$ cat config.mk
export PLATFORM = sky130hd
export DESIGN_NAME = hilo_md_unit
export DESIGN_NICKNAME = d
export VERILOG_FILES = /design/src/rtl/hilo_md_unit.sv
export SDC_FILE = /design/constraint.sdc
export NUM_CORES = 1
export LEC_CHECK = 0
export CAP_MARGIN = 5
export CORE_MARGIN = 4
export CORE_UTILIZATION = 56
export DETAILED_ROUTE_END_ITERATION = 16
export PLACE_DENSITY_LB_ADDON = 0.25
export SLEW_MARGIN = 20
export SYNTH_ARGS = -nofsm -noshare
export SYNTH_HDL_FRONTEND = slang
export SYNTH_SLANG_ARGS = --single-unit
$ cat constraint.sdc
create_clock -name clock -period 17.89 [get_ports clock]
set_input_delay 3.578 -clock clock [delete_from_list [all_inputs] [get_ports clock]]
set_output_delay 3.578 -clock clock [all_outputs]
set_load 0.01 [all_outputs]
$ cat src/rtl/hilo_md_unit.sv
// HI/LO multiply/divide unit: 33-cycle shift-add multiply and restoring divide,
// plus single-cycle MTHI/MTLO writes.
module hilo_md_unit (
  input  logic        clock,
  input  logic        reset,
  input  logic        start,
  input  logic [4:0]  alu_ctrl,
  input  logic [31:0] op1,
  input  logic [31:0] op2,
  input  logic        flush,
  output logic        busy,
  output logic        done,
  output logic        divideZero,
  output logic [31:0] hi,
  output logic [31:0] lo
);

  localparam logic [4:0] MULT_OP  = 5'b00110;
  localparam logic [4:0] MULTU_OP = 5'b00111;
  localparam logic [4:0] DIV_OP   = 5'b01000;
  localparam logic [4:0] DIVU_OP  = 5'b01001;
  localparam logic [4:0] MTHI_OP  = 5'b10010;
  localparam logic [4:0] MTLO_OP  = 5'b10011;

  typedef enum logic [1:0] {IDLE, RUN, FIX} state_t;

  state_t      state_q, state_d;
  logic [4:0]  count_q, count_d;
  logic [63:0] acc_q, acc_d;
  logic [31:0] opb_q, opb_d;
  logic        is_div_q, is_div_d;
  logic        neg_res_q, neg_res_d;
  logic        neg_rem_q, neg_rem_d;
  logic [31:0] hi_q, hi_d;
  logic [31:0] lo_q, lo_d;
  logic        busy_q, busy_d;
  logic        done_q, done_d;
  logic        dz_q, dz_d;

  logic        op_is_mul, op_is_div, op_signed;
  logic        sign_a, sign_b;
  logic [32:0] mul_sum;
  logic [32:0] rem_sh;
  logic        sub_ok;
  logic [31:0] rem_sub;
  logic [63:0] prod;

  function automatic logic [31:0] magnitude(input logic [31:0] v, input logic is_signed);
    magnitude = (is_signed && v[31]) ? (~v + 32'd1) : v;
  endfunction

  function automatic logic [31:0] cond_neg32(input logic [31:0] v, input logic neg);
    cond_neg32 = neg ? (~v + 32'd1) : v;
  endfunction

  function automatic logic [63:0] cond_neg64(input logic [63:0] v, input logic neg);
    cond_neg64 = neg ? (~v + 64'd1) : v;
  endfunction

  always_comb begin
    state_d   = state_q;
    count_d   = count_q;
    acc_d     = acc_q;
    opb_d     = opb_q;
    is_div_d  = is_div_q;
    neg_res_d = neg_res_q;
    neg_rem_d = neg_rem_q;
    hi_d      = hi_q;
    lo_d      = lo_q;
    done_d    = 1'b0;
    dz_d      = 1'b0;

    op_is_mul = (alu_ctrl == MULT_OP) || (alu_ctrl == MULTU_OP);
    op_is_div = (alu_ctrl == DIV_OP) || (alu_ctrl == DIVU_OP);
    op_signed = (alu_ctrl == MULT_OP) || (alu_ctrl == DIV_OP);
    sign_a    = op_signed & op1[31];
    sign_b    = op_signed & op2[31];

    // Multiply step: acc holds {partial product high, remaining multiplier bits}
    mul_sum = {1'b0, acc_q[63:32]} + (acc_q[0] ? {1'b0, opb_q} : 33'd0);
    // Divide step: acc holds {partial remainder, dividend/quotient shift register}
    rem_sh  = {acc_q[63:32], acc_q[31]};
    sub_ok  = (rem_sh >= {1'b0, opb_q});
    rem_sub = rem_sh[31:0] - opb_q;
    prod    = cond_neg64(acc_q, neg_res_q);

    case (state_q)
      IDLE: begin
        if (start && !flush) begin
          if (op_is_mul || (op_is_div && (op2 != 32'd0))) begin
            acc_d     = {32'd0, magnitude(op1, op_signed)};
            opb_d     = magnitude(op2, op_signed);
            is_div_d  = op_is_div;
            neg_res_d = sign_a ^ sign_b;
            neg_rem_d = sign_a;
            count_d   = 5'd0;
            state_d   = RUN;
          end else if (op_is_div) begin
            dz_d = 1'b1;
          end else if (alu_ctrl == MTHI_OP) begin
            hi_d = op1;
          end else if (alu_ctrl == MTLO_OP) begin
            lo_d = op1;
          end
        end
      end
      RUN: begin
        if (flush) begin
          state_d = IDLE;
          count_d = 5'd0;
        end else begin
          if (is_div_q) begin
            acc_d = {(sub_ok ? rem_sub : rem_sh[31:0]), acc_q[30:0], sub_ok};
          end else begin
            acc_d = {mul_sum, acc_q[31:1]};
          end
          count_d = count_q + 5'd1;
          if (count_q == 5'd31) begin
            state_d = FIX;
            count_d = 5'd0;
          end
        end
      end
      FIX: begin
        state_d = IDLE;
        if (!flush) begin
          if (is_div_q) begin
            hi_d = cond_neg32(acc_q[63:32], neg_rem_q);
            lo_d = cond_neg32(acc_q[31:0], neg_res_q);
          end else begin
            hi_d = prod[63:32];
            lo_d = prod[31:0];
          end
          done_d = 1'b1;
        end
      end
      default: begin
        state_d = IDLE;
        count_d = 5'd0;
      end
    endcase

    busy_d = (state_d != IDLE);
  end

  always_ff @(posedge clock or posedge reset) begin
    if (reset) begin
      state_q   <= IDLE;
      count_q   <= 5'd0;
      acc_q     <= 64'd0;
      opb_q     <= 32'd0;
      is_div_q  <= 1'b0;
      neg_res_q <= 1'b0;
      neg_rem_q <= 1'b0;
      hi_q      <= 32'd0;
      lo_q      <= 32'd0;
      busy_q    <= 1'b0;
      done_q    <= 1'b0;
      dz_q      <= 1'b0;
    end else begin
      state_q   <= state_d;
      count_q   <= count_d;
      acc_q     <= acc_d;
      opb_q     <= opb_d;
      is_div_q  <= is_div_d;
      neg_res_q <= neg_res_d;
      neg_rem_q <= neg_rem_d;
      hi_q      <= hi_d;
      lo_q      <= lo_d;
      busy_q    <= busy_d;
      done_q    <= done_d;
      dz_q      <= dz_d;
    end
  end

  assign busy       = busy_q;
  assign done       = done_q;
  assign divideZero = dz_q;
  assign hi         = hi_q;
  assign lo         = lo_q;

endmodule
==> flow_summary.ini, run 1 <==
[logic_synthesis]
synthesis.area_um2 = 14400
syn_nets = 2008
synth_top_area_share_pct = 30.1
synth.most_common_cell = nand2_1
yosys_warnings = 0
syn_avg_cell_area_um2 = 7.72
synth_commonest_cells = 240 x nand2_1, 223 x o21ai_0, 176 x nor2_1
ys_types = 73
synthFlopType = dfrtp_1
synth_area_leaders = dfrtp_1 30%, o21ai_0 7.8%, xnor2_1 6.3%, nand2_1 6.3%, ha_1 6.1%
yosysTopAreaCell = dfrtp_1
synth_seq_cells = 173
synthCells = 1863
synth-edff-count = 0
ys_seq_area_share_pct = 30.1
async_flop_share_pct = 100

[pwr]
vdd_drop_max_mv = 0.0608
p_per_area_nw_per_um2 = 114
p_leak_nw = 6.91

[global_route]
grt_pass1_wl_um = 72300
grt_max_degree = 95
grt_overflow = 0
grt_pass1_vias = 13600
antenna_found_initial = 0
grt_usage_pct = 31.5

[placement]
globalplace.congestion = 0.982
io_buffers = 139
placed_cells = 2244
dp_hpwl_um = 33800

[routing]
drtPass1Iterations = 5
totalWireLength_um = 45300
drcViolationCount = 0
drt_iter0_drc = 1471
viasPerCell = 6.31
num_vias = 14400
routedWlPerCell_um = 19.9
drtAntennaViolNets = 0

[die]
row_count = 58
core_um2 = 25300
start_util_pct = 56.9
ios = 140
fp.dieH_um = 168
die_area_um2 = 28300
die_w_um = 168

[clock_tree]
htree_levels = 4
post_cts_buffers = 0
cts_hold_buf = 0
cts_made_buffers = 17
cts-root-buf = clkbuf_16
clock_latency_ns = 0.45
clk_pin_slew_ns = 0.08
ctsResizeCount = 0
cts_buffer_depth = 2
cts_tree = built
clock-sinks = 173

[critical_path]
crit_fanout = 94
crit_type = input port to register
critPathLaunchType = input port
cp.arrival_ns = 7.31
crit_path_end_kind = register
crit_chain = clkdlybuf4s50_1 -> or4_1 -> or3_1 -> nor3_1 -> nand4b_1 -> o21ai_4 -> and2_2 -> buf_4 -> a2111oi_0 -> a211oi_1
critPathRequiredTime_ns = 18.23
max_stage_delay_ns = 0.71
crit_path_top_delay_cell = buf_4

[layout]
syn_to_final_growth_pct = 15.1
nets = 2078
antennaDiodeCount = 0
final_cells = 2276
layout-drive-gt1-share_pct = 4.52

[timing]
setup_violations = 0
drv_slew = 0
slew_headroom_pct = 30.0
fin_crit_ns = 6.97
period_share_pct = 39.0
fmax_ghz = 0.143
skew_ns = 0.0201
worst_slew_pin_slew_ns = 1.05
rsz0062_at_grt = no
final_hold_viol_count = 0
fin_tns_setup_ns = 0

[worst_hold_path]
hold_path_class = register to register

[flow_run]
maxCapViolations = 0

[run_status]
status = completed
[metrics by stage]
| stage | power (mW) | utilization (%) | hold slack [ns] | setup WS (ns) | cell area (um^2) |
|---|---|---|---|---|---|
| floorplan | 1.22 | - | 0.450 | 9.62 | 14400 |
| global placement | 1.47 | 63.2 | 0.459 | 10.65 | 16000 |
| CTS | 1.87 | 65.5 | 0.489 | 10.93 | 16600 |
| finish | 1.89 | 65.5 | 0.485 | 10.92 | 16600 |
| detailed placement | 1.49 | 63.2 | 0.471 | 10.48 | 16000 |
| global route | 2.02 | 65.5 | 0.506 | 10.63 | 16600 |
[final timing paths]
path / startpoint / slack [ns] / to / cells past startpoint
max reg2reg: acc_q[31]$_DFFE_PP0P_ / 13.60 / acc_q[58]$_DFFE_PP0P_ / 12
min: opb_q[7]$_DFFE_PP0P_ / 0.49 / opb_q[7]$_DFFE_PP0P_ / 2
min in group asynchronous: reset / 3.51 / lo[14]$_DFFE_PP0P_ / 2
min reg2reg: opb_q[7]$_DFFE_PP0P_ / 0.49 / opb_q[7]$_DFFE_PP0P_ / 2
max: op2[16] / 10.92 / acc_q[59]$_DFFE_PP0P_ / 10
max in group asynchronous: reset / 12.31 / is_div_q$_DFFE_PP0P_ / 4
[final cells by class]
class	count	area, um^2
clock buffer	17	425
clock inverter	15	174
fill	2201	8700
inverter	72	275
multi-input combinational	1511	9400
sequential	173	4330
tap	330	413
timing repair buffer	158	1530
[critical path: cells and delay by family]
kind                   cells  cell delay [ns]
AO/OA/AOI/OAI              3             0.80
buffers and inverters      2             1.18
AND/OR/NAND/NOR            5             1.74
[power breakdown]
part | switching, mW | internal [mW] | leakage, nW | total, mW
clock | 0.196 | 0.189 | 0.290 | 0.384
sequential | 0.121 | 0.469 | 2.27 | 0.590
combinational | 0.540 | 0.380 | 4.36 | 0.920
total | 0.856 | 1.04 | 6.91 | 1.89
[cell families after synthesis]
logic type                 synth area share [%]
and+or+nand+nor                            19.6
xor gates and xnor gates                   10.1
adders and majority gates                  6.37
muxes                                      2.91
buffers and inverters                      4.79
AOI/OAI and AO/OA                          26.1
DFF                                        30.1
[registers in the layout, indices dropped and copies added (netlist names), 2 cells and up]
signal	flops
opb_q	32
hi	32
lo	32
acc_q	64
count_q	5
state_q	2
[layer usage]
metal	vias to the layer above	share of wire, %	routed length, um	global-route usage (%)
li1	6824	-	-	-
met1	6752	42	18900	42.3
met2	686	46	20800	51.2
met3	106	7.9	3560	3.92
met5	-	0	0	0
met4	0	4.6	2100	13.9
[cells in the final DEF, fill, tap and decap left out, drive strengths merged, types with 13 or more instances in the layout]
cell type	instances
ha	70
and2	13
dfrtp	173
mux2i	35
nor3	42
xnor2	103
a211oi	20
clkbuf	17
nor2b	14
or4	20
o31ai	40
inv	76
clkdlybuf4s50	139
nor2	176
a21o	23
o21ai	227
nand3	23
buf	19
o21a	18
a21oi	156
a31oi	18
a22oi	16
xor2	62
nand2	240
nor4	13
Note: power is estimated with default switching activity, not from simulation.
==> run 2: changes to the inputs <==
==> constraint.sdc (replaced) <==
create_clock -name clock -period 7.05 [get_ports clock]
set_input_delay 1.41 -clock clock [delete_from_list [all_inputs] [get_ports clock]]
set_output_delay 1.41 -clock clock [all_outputs]
set_load 0.01 [all_outputs]
==> run 2 against run 1 <==
Sequential power rose to 2.5 times the previous value. Sequential share of layout area about the same. Routed wire length up 2.1%. Highest routed layer unchanged.
==> flow_summary.ini, run 2 (synthesis results as in run 1) <==
[run_status]
status = completed

[clock_tree]
cts_buffer_depth = 2
htree_levels = 4
clock-sinks = 173
cts-root-buf = clkbuf_16
ctsResizeCount = 0
cts_tree = built
cts_made_buffers = 17
clk_pin_slew_ns = 0.08
cts_hold_buf = 0
clock_latency_ns = 0.44
post_cts_buffers = 0

[placement]
placed_area_um2 = 16000
placed_cells = 2244
io_buffers = 139
globalplace.congestion = 1.02
dp_hpwl_um = 34800

[routing]
totalWireLength_um = 46200
num_vias = 14400
drcViolationCount = 0
drtAntennaViolNets = 0
viasPerCell = 6.32
drtPass1Iterations = 5
drt_iter0_drc = 1428
routedWlPerCell_um = 20.3

[layout]
largest_reg_flops = 64
multi_input_area_um2 = 9410
seq_area_um2 = 4330
layout-drive-gt1-share_pct = 4.58
nets = 2078
layout_common_cells = 240 x nand2_1, 222 x o21ai_0, 175 x nor2_1, 172 x dfrtp_1, 155 x a21oi_1
antennaDiodeCount = 0
final_util_pct = 65.5
syn_to_final_growth_pct = 15.1
final_common_cell = nand2_1
largest-register = acc_q
final_cells = 2275
fill_cells = 2207
design_area_um2 = 16500

[critical_path]
cp.arrival_ns = 4.94
crit_chain = clkdlybuf4s50_1 -> or4_1 -> or3_1 -> nor3_1 -> nand4b_1 -> o21ai_4 -> and2_2 -> buf_12 -> a21oi_1 -> o21ai_0 -> nand2_1
critPathRequiredTime_ns = 7.39
critPathLaunchType = input port
crit_path_top_delay_cell = and2_2
crit_path_end_kind = register
crit_fanout = 60
max_stage_delay_ns = 0.69
crit_type = input port to register
crit_family = simple AND/OR/NAND/NOR gates
critPathBufInv = 2

[timing]
fin_crit_ns = 4.60
slew_headroom_pct = 26.4
drv_slew = 0
fin_tns_setup_ns = 0
period_share_pct = 65.3
fmax_ghz = 0.217
worst_slew_pin_slew_ns = 1.10
skew_ns = 0.0171
hold-worst-slack_ns = 0.479
setup_violations = 0
final_hold_viol_count = 0
rsz0062_at_grt = no

[global_route]
grt_util_met3_pct = 4.91
antenna_found_initial = 0
grt.met1_usage_pct = 41.8
grt_max_degree = 75
grt_pass1_vias = 13700
gr-usage-met2_pct = 53.5
grt_overflow = 0
grt_pass1_wl_um = 73800
grt_usage_pct = 32.2
top_usage_layer = met2

[die]
row_count = 58
core_um2 = 25300
start_util_pct = 56.9
fp.dieH_um = 168
ios = 140
die_area_um2 = 28300
die_w_um = 168

[worst_hold_path]
hold_path_class = register to register

[pwr]
vdd_drop_max_mv = 0.155
p_leak_nw = 6.91
p_per_area_nw_per_um2 = 290

[flow_run]
maxCapViolations = 0
[run 2: cell types whose count changed in the layout (fill, tap and decap cells not counted), moves of 2 or more]
cell and delta:
inv_6 -2, clkinv_4 +2, inv_8 +2, clkinv_8 -3
[run 2: worst register-to-register path: stages (launching register included)]
cell and delay [ns]:
dfrtp_1 0.47, inv_1 0.12, buf_4 0.38, nor2_1 0.13, ha_1 0.39, a2111oi_0 0.50
o21ai_0 0.18, a21oi_1 0.40, a21oi_1 0.18, a41oi_1 0.36, o21ai_0 0.17, o32ai_1 0.31
xnor2_1 0.13, a221o_1 0.32
[run 2: final cells by class]
type	count	share of cell area, %
multi-input combinational	1511	56.9
clock inverter	14	0.907
timing repair buffer	158	9.35
tap	330	2.50
clock buffer	17	2.57
inverter	72	1.66
sequential	173	26.2
[run 2: power breakdown]
part / switching (mW) / internal, mW
Sequential: 0.309 / 1.19
Combinational: 1.37 / 0.967
Clock: 0.481 / 0.472
Total: 2.16 / 2.63
[run 2: layer usage]
metal,routed length (um),share of wire (%)
met3,3630,7.8
met4,2050,4.4
met1,19000,41
met5,0,0
met2,21500,47
[run 2: metrics by stage]
step                total power [mW]  worst slack [ns]
floorplan                       3.09             0.952
CTS                             4.75              2.48
finish                          4.79              2.45
global placement                3.75              2.10
global route                    5.10              2.23
detailed placement              3.80              2.02
[run 2: final timing paths]
| path | startpoint | end | slack (ns) | cells after the start |
|---|---|---|---|---|
| worst max-delay path | op2[17] | acc_q[27]$_DFFE_PP0P_ | 2.45 | 11 |
| worst min-delay path | hi[16]$_DFFE_PP0P_ | hi[16]$_DFFE_PP0P_ | 0.48 | 2 |
| worst max register to register | acc_q[0]$_DFFE_PP0P_ | acc_q[52]$_DFFE_PP0P_ | 2.91 | 13 |
| worst min register to register | hi[16]$_DFFE_PP0P_ | hi[16]$_DFFE_PP0P_ | 0.48 | 2 |
| max in group asynchronous | reset | is_div_q$_DFFE_PP0P_ | 4.25 | 3 |
| min in group asynchronous | reset | lo[13]$_DFFE_PP0P_ | 1.44 | 2 |
